==> src/rtl/ex_alu_issue_pkg.sv <==
// ex_alu_issue_pkg: opcode/funct3 encodings, ALU strobe indices and FSM/operand-select types
// shared by the EX-stage ALU issue block and its decoder.
package ex_alu_issue_pkg;
   localparam logic [6:0] OPC_OP     = 7'b0110011;
   localparam logic [6:0] OPC_OP_IMM = 7'b0010011;
   localparam logic [6:0] OPC_LUI    = 7'b0110111;
   localparam logic [6:0] OPC_AUIPC  = 7'b0010111;
   localparam logic [2:0] F3_ADD  = 3'b000;
   localparam logic [2:0] F3_SLL  = 3'b001;
   localparam logic [2:0] F3_SLT  = 3'b010;
   localparam logic [2:0] F3_SLTU = 3'b011;
   localparam logic [2:0] F3_XOR  = 3'b100;
   localparam logic [2:0] F3_SR   = 3'b101;
   localparam logic [2:0] F3_OR   = 3'b110;
   localparam logic [2:0] F3_AND  = 3'b111;
   localparam logic [3:0] SEL_ADD  = 4'd0;
   localparam logic [3:0] SEL_SUB  = 4'd1;
   localparam logic [3:0] SEL_SLT  = 4'd2;
   localparam logic [3:0] SEL_SLTU = 4'd3;
   localparam logic [3:0] SEL_XOR  = 4'd4;
   localparam logic [3:0] SEL_OR   = 4'd5;
   localparam logic [3:0] SEL_AND  = 4'd6;
   localparam logic [3:0] SEL_SLL  = 4'd7;
   localparam logic [3:0] SEL_SRL  = 4'd8;
   localparam logic [3:0] SEL_SRA  = 4'd9;
   typedef enum logic [1:0] {S_IDLE, S_ISSUE, S_WAIT, S_DONE} state_t;
   typedef enum logic [1:0] {A_RS1, A_ZERO, A_PC} a_src_t;
   typedef enum logic {B_RS2, B_IMM} b_src_t;
   // alt selects sub/sra; it has no meaning for the other funct3 values
   function automatic logic [9:0] alu_sel(input logic [2:0] f3, input logic alt);
      logic [3:0] idx;
      idx = SEL_ADD;
      case (f3)
         F3_ADD:  idx = alt ? SEL_SUB : SEL_ADD;
         F3_SLL:  idx = SEL_SLL;
         F3_SLT:  idx = SEL_SLT;
         F3_SLTU: idx = SEL_SLTU;
         F3_XOR:  idx = SEL_XOR;
         F3_SR:   idx = alt ? SEL_SRA : SEL_SRL;
         F3_OR:   idx = SEL_OR;
         F3_AND:  idx = SEL_AND;
      endcase
      return 10'd1 << idx;
   endfunction
endpackage

==> src/rtl/ex_alu_decode.sv <==
// ex_alu_decode: maps opcode/funct fields to one-hot ALU strobes, operand sources and an illegal flag.
module ex_alu_decode
   import ex_alu_issue_pkg::*;
(
   input  logic [6:0] opcode,
   input  logic [2:0] funct3,
   input  logic       funct7_5,
   output logic [9:0] sel,
   output a_src_t     a_src,
   output b_src_t     b_src,
   output logic       illegal
);
   always_comb begin
      sel = '0;
      a_src = A_RS1;
      b_src = B_RS2;
      illegal = 1'b0;
      case (opcode)
         OPC_OP: sel = alu_sel(funct3, funct7_5);
         OPC_OP_IMM: begin
            // immediate bit 30 only distinguishes srai from srli; addi never becomes sub
            sel = alu_sel(funct3, funct7_5 && funct3 == F3_SR);
            b_src = B_IMM;
         end
         OPC_LUI: begin
            sel = alu_sel(F3_ADD, 1'b0);
            a_src = A_ZERO;
            b_src = B_IMM;
         end
         OPC_AUIPC: begin
            sel = alu_sel(F3_ADD, 1'b0);
            a_src = A_PC;
            b_src = B_IMM;
         end
         default: illegal = 1'b1;
      endcase
   end
endmodule

==> src/rtl/ex_alu_issue.sv <==
// ex_alu_issue: accepts decoded instructions from ID, drives the ALU until finish or timeout,
// and hands the captured result to WB over a valid/ready handshake.
module ex_alu_issue
   import ex_alu_issue_pkg::*;
#(
   parameter int XLEN    = 32,
   parameter int TIMEOUT = 16,
   parameter int TO_W    = 5
) (
   input  logic            i_clk,
   input  logic            i_rst_n,
   input  logic            i_id_valid,
   output logic            o_id_ready,
   input  logic [6:0]      i_opcode,
   input  logic [2:0]      i_funct3,
   input  logic            i_funct7_5,
   input  logic [XLEN-1:0] i_pc,
   input  logic [XLEN-1:0] i_rs1_data,
   input  logic [XLEN-1:0] i_rs2_data,
   input  logic [XLEN-1:0] i_imm,
   input  logic [4:0]      i_rd_addr,
   input  logic            i_flush,
   output logic [9:0]      o_alu_sel,
   output logic            o_alu_c_e,
   output logic [XLEN-1:0] o_alu_a,
   output logic [XLEN-1:0] o_alu_b,
   output logic [XLEN-1:0] o_alu_c,
   input  logic [XLEN-1:0] i_alu_y,
   input  logic            i_alu_finish,
   output logic            o_wb_valid,
   input  logic            i_wb_ready,
   output logic [XLEN-1:0] o_wb_data,
   output logic [4:0]      o_wb_rd,
   output logic            o_illegal,
   output logic            o_err
);
   state_t          state;
   logic [TO_W-1:0] cnt;
   logic [9:0]      dec_sel;
   a_src_t          a_src;
   b_src_t          b_src;
   logic            dec_illegal;
   logic [XLEN-1:0] a_nxt, b_raw, b_nxt;

   ex_alu_decode u_decode (
      .opcode   (i_opcode),
      .funct3   (i_funct3),
      .funct7_5 (i_funct7_5),
      .sel      (dec_sel),
      .a_src    (a_src),
      .b_src    (b_src),
      .illegal  (dec_illegal)
   );

   assign o_id_ready = state == S_IDLE || (state == S_DONE && i_wb_ready);
   assign a_nxt = a_src == A_ZERO ? '0 : a_src == A_PC ? i_pc : i_rs1_data;
   assign b_raw = b_src == B_IMM ? i_imm : i_rs2_data;
   assign b_nxt = |dec_sel[SEL_SRA:SEL_SLL] ? {{(XLEN-5){1'b0}}, b_raw[4:0]} : b_raw;
   assign o_alu_c_e = 1'b0;
   assign o_alu_c = '0;

   always_ff @(posedge i_clk or negedge i_rst_n) begin
      if (!i_rst_n) begin
         state <= S_IDLE;
         cnt <= '0;
         o_alu_sel <= '0;
         o_alu_a <= '0;
         o_alu_b <= '0;
         o_wb_valid <= 1'b0;
         o_wb_data <= '0;
         o_wb_rd <= '0;
         o_illegal <= 1'b0;
         o_err <= 1'b0;
      end else begin
         o_illegal <= 1'b0;
         o_err <= 1'b0;
         if (i_flush) begin
            state <= S_IDLE;
            cnt <= '0;
            o_alu_sel <= '0;
            o_wb_valid <= 1'b0;
         end else begin
            case (state)
               S_IDLE, S_DONE: if (o_id_ready) begin
                  // result (if any) has been taken; a new handshake may start the next op
                  state <= S_IDLE;
                  o_wb_valid <= 1'b0;
                  if (i_id_valid && dec_illegal) o_illegal <= 1'b1;
                  else if (i_id_valid) begin
                     state <= S_ISSUE;
                     o_alu_sel <= dec_sel;
                     o_alu_a <= a_nxt;
                     o_alu_b <= b_nxt;
                     o_wb_rd <= i_rd_addr;
                  end
               end
               S_ISSUE, S_WAIT: if (i_alu_finish) begin
                  state <= S_DONE;
                  cnt <= '0;
                  o_alu_sel <= '0;
                  o_wb_data <= i_alu_y;
                  o_wb_valid <= 1'b1;
               end else if (state == S_ISSUE) begin
                  state <= S_WAIT;
                  cnt <= TO_W'(1);
               end else if (cnt == TO_W'(TIMEOUT)) begin
                  state <= S_IDLE;
                  cnt <= '0;
                  o_alu_sel <= '0;
                  o_err <= 1'b1;
               end else cnt <= cnt + 1'b1;
            endcase
         end
      end
   end
endmodule

==> config.mk <==
export PLATFORM = sky130hd
export DESIGN_NAME = ex_alu_issue
export DESIGN_NICKNAME = d
export VERILOG_FILES = /design/src/rtl/ex_alu_issue_pkg.sv /design/src/rtl/ex_alu_decode.sv /design/src/rtl/ex_alu_issue.sv
export SDC_FILE = /design/constraint.sdc
export NUM_CORES = 1
export LEC_CHECK = 0
export CORE_UTILIZATION = 40
export DETAILED_ROUTE_END_ITERATION = 12
export MAX_ROUTING_LAYER = met4
export PLACE_DENSITY_LB_ADDON = 0.2
export SLEW_MARGIN = 0
export SYNTH_ARGS = -nofsm -noshare
export SYNTH_HDL_FRONTEND = slang
export SYNTH_HIERARCHICAL = 1
export SYNTH_SLANG_ARGS = --single-unit
==> constraint.sdc <==
create_clock -name i_clk -period 2.1 [get_ports i_clk]
set_input_delay 0.42 -clock i_clk [delete_from_list [all_inputs] [get_ports i_clk]]
set_output_delay 0.42 -clock i_clk [all_outputs]
set_load 0.1 [all_outputs]
### Word level (Yosys, flattened, before mapping)

Index checks and enable logic that the tools add are counted.

| storage, ports and cells | value |
|---|---|
| register bits | 121 |
| input bits | 182 |
| output and inout port bits | 148 |
| word-level logic and storage cells | 107 |

| cells by class | value |
|---|---|
| add/subtract/negate cells | 1 |
| equal/unequal tests | 24 |
| shifts and indexed selects | 2 |
| multiplexer cells | 50 |
| bitwise gates (word level) | 2 |
| reduce and logical (&&, ||, !) cells | 18 |

Operators with widths:

| cell | count |
|---|---|
| $mux 32 | 4 |
| $mux 10 | 7 |
| $pmux 4 s8 | 2 |
| $pmux 10 s3 | 1 |
| $mux 5 | 5 |
| $mux 1 | 20 |
| $pmux 10 s2 | 1 |
| $shl 1x4->10 const A | 2 |
| $eq 7x5->1 const B | 2 |
| $eq 7x6->1 const B | 2 |
| $eq 3x3->1 const B | 4 |
| $ne 3x3->1 const B | 4 |
| $mux 2 | 5 |
| $reduce_and 5->1 | 2 |
| $mux 4 | 2 |
| $ne 4x4->1 const B | 2 |
| $pmux 2 s2 | 2 |
| $eq 2x2->1 const B | 3 |
| $eq 3x2->1 const B | 2 |
| $reduce_or 2->1 | 3 |
| $reduce_or 3->1 | 2 |
| $add 5x1->5 const B | 1 |
| $eq 5x5->1 const B | 1 |
| $ne 5x5->1 const B | 1 |
| other kinds (12) | 17 |

### Depth between registers and ports, before layout

| logic depth | value |
|---|---|
| word-level depth | 12 |
| depth in mapped cells | 9 |
| mapped depth without buffers | 6 |

### Modules after synthesis

The synthesis kept the hierarchy.

By module, submodules not included:

| module | times used | cells each | area each (um^2) | seq. area each (um^2) |
|---|---|---|---|---|
| ex_alu_issue | 1 | 551 | 6052.1 | 3027.9 |
| ex_alu_decode | 1 | 30 | 274.0 | 0.0 |

### Worst setup path before layout

OpenSTA, ideal clock, no wires.

| timing | value |
|---|---|
| path type | register to register |
| start point | reg state[1] |
| end point | reg o_alu_b[23] |
| setup time | 0.135 ns |
| data arrival time | 2.120 ns |
| required time | 1.965 ns |
| path slack | -0.155 ns |
| cell stages (with the launch flop) | 9 |
| buffers on the path | 2 |
| period minus slack after synthesis | 2.255 ns |
| cell sequence | dfrtp_1 > inv_1 > ha_1 > a21o_1 > nand4b_2 > buf_2 > buf_2 > nand2_1 > o31ai_1 |

| on the way | value |
|---|---|
| longest elaborated chain between the ends | 4 |
| elaborated cells between the ends (all ways) | 6 |
| classes of those cells | eq/ne (1); reduce/logical (5) |

RTL lines:

| item | line | text |
|---|---|---|
| from (decl) | ex_alu_issue.sv:37 | `state_t state;` |
| from (signal assigned) | ex_alu_issue.sv:64 | `state <= S_IDLE;` |
| from (signal assigned) | ex_alu_issue.sv:78 | `state <= S_IDLE;` |
| from (signal assigned) | ex_alu_issue.sv:86 | `state <= S_IDLE;` |
| $eq 2x2->1 | ex_alu_issue.sv:55 | `assign o_id_ready = state == S_IDLE \|\| (state == S_DONE && i_wb_ready);` |
| $logic_and 1x1->1 | ex_alu_issue.sv:55 |  |
| $logic_or 1x1->1 (*) | ex_alu_issue.sv:55 |  |
| named net o_id_ready | ex_alu_issue.sv:13 | `output logic o_id_ready,` |
| $reduce_and 5->1 (no source line) (*) | - |  |
| to (signal assigned) | ex_alu_issue.sv:93 | `o_alu_b <= b_nxt;` |
| to (decl) | ex_alu_issue.sv:26 | `output logic [XLEN-1:0] o_alu_b,` |

Mark *: on every way through the listed nets, which the timed path passes. The rest lies on a longest branch.
A chain may end at the register's enable or synchronous reset.

### Worst setup path in the final report

| timing | value |
|---|---|
| start point | reg state[0] |
| end point | out o_id_ready |

| on the way | value |
|---|---|
| longest elaborated chain between the ends | 3 |
| elaborated cells between the ends (all ways) | 4 |
| classes of those cells | eq/ne (1); reduce/logical (3) |

RTL lines:

| item | line |
|---|---|
| $eq 2x2->1 | ex_alu_issue.sv:55 |
| $logic_and 1x1->1 | ex_alu_issue.sv:55 |
| $logic_or 1x1->1 (*) | ex_alu_issue.sv:55 |
| to (decl) | ex_alu_issue.sv:13 |

Mark *: on every way between the ends. The rest lies on a longest branch, timed or not.

==> impl_metrics.toml <==
[clocking]
h-tree-depth = 4
path_clk_slew_ns = 0.05
ctsLongestPathBuffers = 2
clock_tree.root_cell = "clkbuf_16"
clock-sinks = 121
cts_tree = "built"
clk_latency_ns = 0.41
numCtsBuffers = 17

[worst_hold_path]
hp-class = "flop to flop"
hold_depth = 2
hold_end = "o_alu_b[7]$_DFFE_PN0P_"
hold_path_startpoint = "o_alu_b[7]$_DFFE_PN0P_"

[global_route]
grt_max_degree = 69
grt_use_total_pct = 22.4
use_met1_pct = 24.7
grt_overflow = 0
grt_pass1_vias = 5395
antenna_found_initial = 0
use_met2_pct = 38.8
gr-usage-met3_pct = 6.39
grt_pass1_wl_mm = 27.3
busiest_layer = "met2"

[layout]
finalNetCount = 1098
n_antenna_cell = 0
fillerInstances = 1174
syn2layout_area_growth_pct = 64.2
drive_above_1_share_pct = 31.2

[setup_path]
path_buf_inv = 2
r2r-end = "o_wb_data[3]$_DFFE_PN0P_"
rr_startpoint = "state[0]$_DFFE_PN0P_"
critPathSlowestCell = "dfrtp_1"
critical_path.max_stage_delay_ns = 0.42
path_class = "flop to output port"
path_cells = "ha_1, a21o_2, buf_4, buf_12"
start_kind = "flop"
end_kind = "output port"
r2r_setup_slack_ns = 0.20
critical_path.top_delay_family = "flip-flops"
cp_data_required_time_ns = 1.68
path_max_fanout = 5
reg2reg_depth = 7
critPathArrivalTime_ns = 1.62

[power_and_ir_drop]
p_leak_nw = 4.72
pwr-share-seq_pct = 29.2
power.internal_w = 0.00546
swShare_pct = 43.0
cellPowerDensity_nw_per_um2 = 921
vdd_drop_max_v = 0.000566
combPwrFrac_pct = 40.7
power_frac_clock_pct = 30.1
p_sw_w = 0.00411

[route]
drc = 0
via_per_inst = 4.95
drt_iter0_drc = 251
ant_nets = 0
drt-total-wl_mm = 18.8
drt-pass1-iter-count = 4
vias = 5604
drt-wirelength-per-cell_um = 16.6

[sta]
fmax_mhz = 491
fin_crit_sh_pct = 97.0
hold_violations = 0
fin_hold_ws_ns = 0.471
clock_skew_ns = 0.00591
setup_viol = 0
finalWorstSetupSlack_ns = 0.0633
drv_slew = 0
fin_crit_ns = 2.04

[synthesis]
ys_seq_area_share_pct = 47.9
netlist_instances = 581
syn_area_um2 = 6330
yosysWarnings = 6
ys_types = 51
synth_ff_type = "dfrtp_1"
ys_ff_latch = 121
synth.avg_cell_area_um2 = 10.9
synth-edff-count = 0
ys_async_sr_fraction_pct = 100

[floorplanning]
die_w_um = 128
core_area_um2 = 15300
fp.dieH_um = 128
rows = 45
start_util_pct = 41.3
ios = 330
dieArea_um2 = 16300

[place]
port_buffers = 296
place_hpwl_mm = 13.7
preCtsSetupSlack_ns = -0.407
gp_congestion = 0.800

[job]
drv_cap = 0

[outcome]
status = "completed"
## cells in the mapped netlist (2+ instances only)
master,n,area share [%]
inv_1,21,1.2
nor4_2,7,1.4
nand3b_1,2,0.24
buf_6,2,0.36
a31oi_1,2,0.20
o31ai_1,27,3.2
nand2_1,78,4.6
nor4_1,5,0.49
a21oi_1,6,0.47
a22oi_1,32,3.8
mux2i_1,43,6.8
or2_2,3,0.30
and3_2,2,0.24
o21ai_0,5,0.40
mux2_2,34,6.1
nor2_1,9,0.53
buf_2,21,1.7
nand2b_1,3,0.30
buf_4,35,4.2
dfrtp_1,121,48
clkbuf_1,15,0.89
mux2_1,36,6.4
ha_1,6,1.2
o21ai_1,37,2.9
nor3_1,3,0.24
## metrics by stage
stage	util, %	cells	setup TNS [ns]	area (um^2)	power [W]
2_1_floorplan	-	613	0	6450	0.00565
3_3_place_gp	61.6	1092	-21.71	9440	0.00666
3_5_place_dp	61.6	1092	-22.84	9440	0.00670
4_1_cts	65.5	1124	0	10000	0.00961
5_1_grt	67.8	1133	-0.00121	10400	0.00989
6_report	67.8	1133	0	10400	0.00957
## logic make-up (layout without fill, tap and decap cells)
kind of cell | Yosys count | in the layout | synth area share [%]
AO/OA/AOI/OAI | 116 | 116 | 12.0
adder cells (fa/ha/maj) | 6 | 6 | 1.19
buffers and inverters | 97 | 406 | 8.90
flip-flops | 121 | 121 | 47.9
multiplexers | 113 | 113 | 19.3
other | 1 | 33 | 0.0593
AND/OR/NAND/NOR | 127 | 127 | 10.7
## worst max-delay path by stage
stage                         startpoint  depth (start not counted)                       to
finish              state[0]$_DFFE_PN0P_                          4               o_id_ready
global route                 i_opcode[2]                          8  o_alu_a[24]$_DFFE_PN0P_
CTS                          i_opcode[0]                          8  o_alu_a[30]$_DFFE_PN0P_
detailed placement           i_opcode[6]                          8  o_alu_a[30]$_DFFE_PN0P_
global placement             i_opcode[0]                          8  o_alu_a[30]$_DFFE_PN0P_
floorplan                    i_opcode[6]                          8  o_alu_a[10]$_DFFE_PN0P_
## layer usage
| layer | wire length, um | part of all wire [%] |
|---|---|---|
| met5 | 0 | 0 |
| met3 | 1480 | 7.8 |
| met2 | 9790 | 52 |
| met4 | 366 | 1.9 |
| met1 | 7170 | 38 |
## state kept, by name, indices dropped and copies added, names as in the netlist
name,count
cnt,5
o_alu_a,32
o_alu_b,32
o_alu_sel,10
o_err,1
o_illegal,1
o_wb_data,32
o_wb_rd,5
o_wb_valid,1
state,2
## cells in the final DEF (no fill, tap or decap), types with 3 or more instances in the layout
cell / instances
nor2_1: 8
mux2_2: 27
nand2b_1: 3
clkbuf_16: 21
a22oi_1: 3
dfrtp_1: 121
inv_1: 21
clkdlybuf4s50_1: 176
conb_1: 33
or2_2: 3
mux2_4: 7
nor4_2: 8
mux2i_1: 43
buf_12: 12
clkinv_2: 3
o31ai_1: 27
a21oi_1: 6
mux2_1: 36
buf_4: 154
nor4_1: 3
ha_1: 6
nand2_1: 78
a22oi_2: 29
o21ai_1: 37
clkbuf_8: 5
nor3_1: 3
o21ai_0: 5
dlymetal6s2s_1: 4
## power by group through the flow
stage          Combinational, W  Clock, W  Sequential, W
2_1_floorplan          0.000678         0        0.00497
3_3_place_gp            0.00384         0        0.00282
3_5_place_dp            0.00387         0        0.00283
4_1_cts                 0.00387   0.00294        0.00280
5_1_grt                 0.00402   0.00304        0.00283
6_report                0.00390   0.00288        0.00280
## cell type report
type	count	area [um^2]	share of cell area (%)
tap	211	264	2.54
timing repair buffer	353	3340	32.2
clock buffer	24	502	4.83
multi-input combinational	395	3080	29.6
sequential	121	3030	29.1
clock inverter	7	90.1	0.867
inverter	22	87.6	0.843
## worst reg2reg max path, stage by stage (launching register included)
cell and delay (ns):
dfrtp_1 0.40, inv_1 0.06, ha_1 0.43, inv_6 0.09, nor2_4 0.13, nand2_1 0.11, buf_12 0.21, mux2_1 0.35
## timing repair
action,in CTS,in global routing
hold buffers,1,0
hold endpoints to repair,26,0
gates resized for setup,0,49
buffers inserted,0,3
endpoints found under the setup margin,0,29
Note: power is estimated with default switching activity, not from simulation.
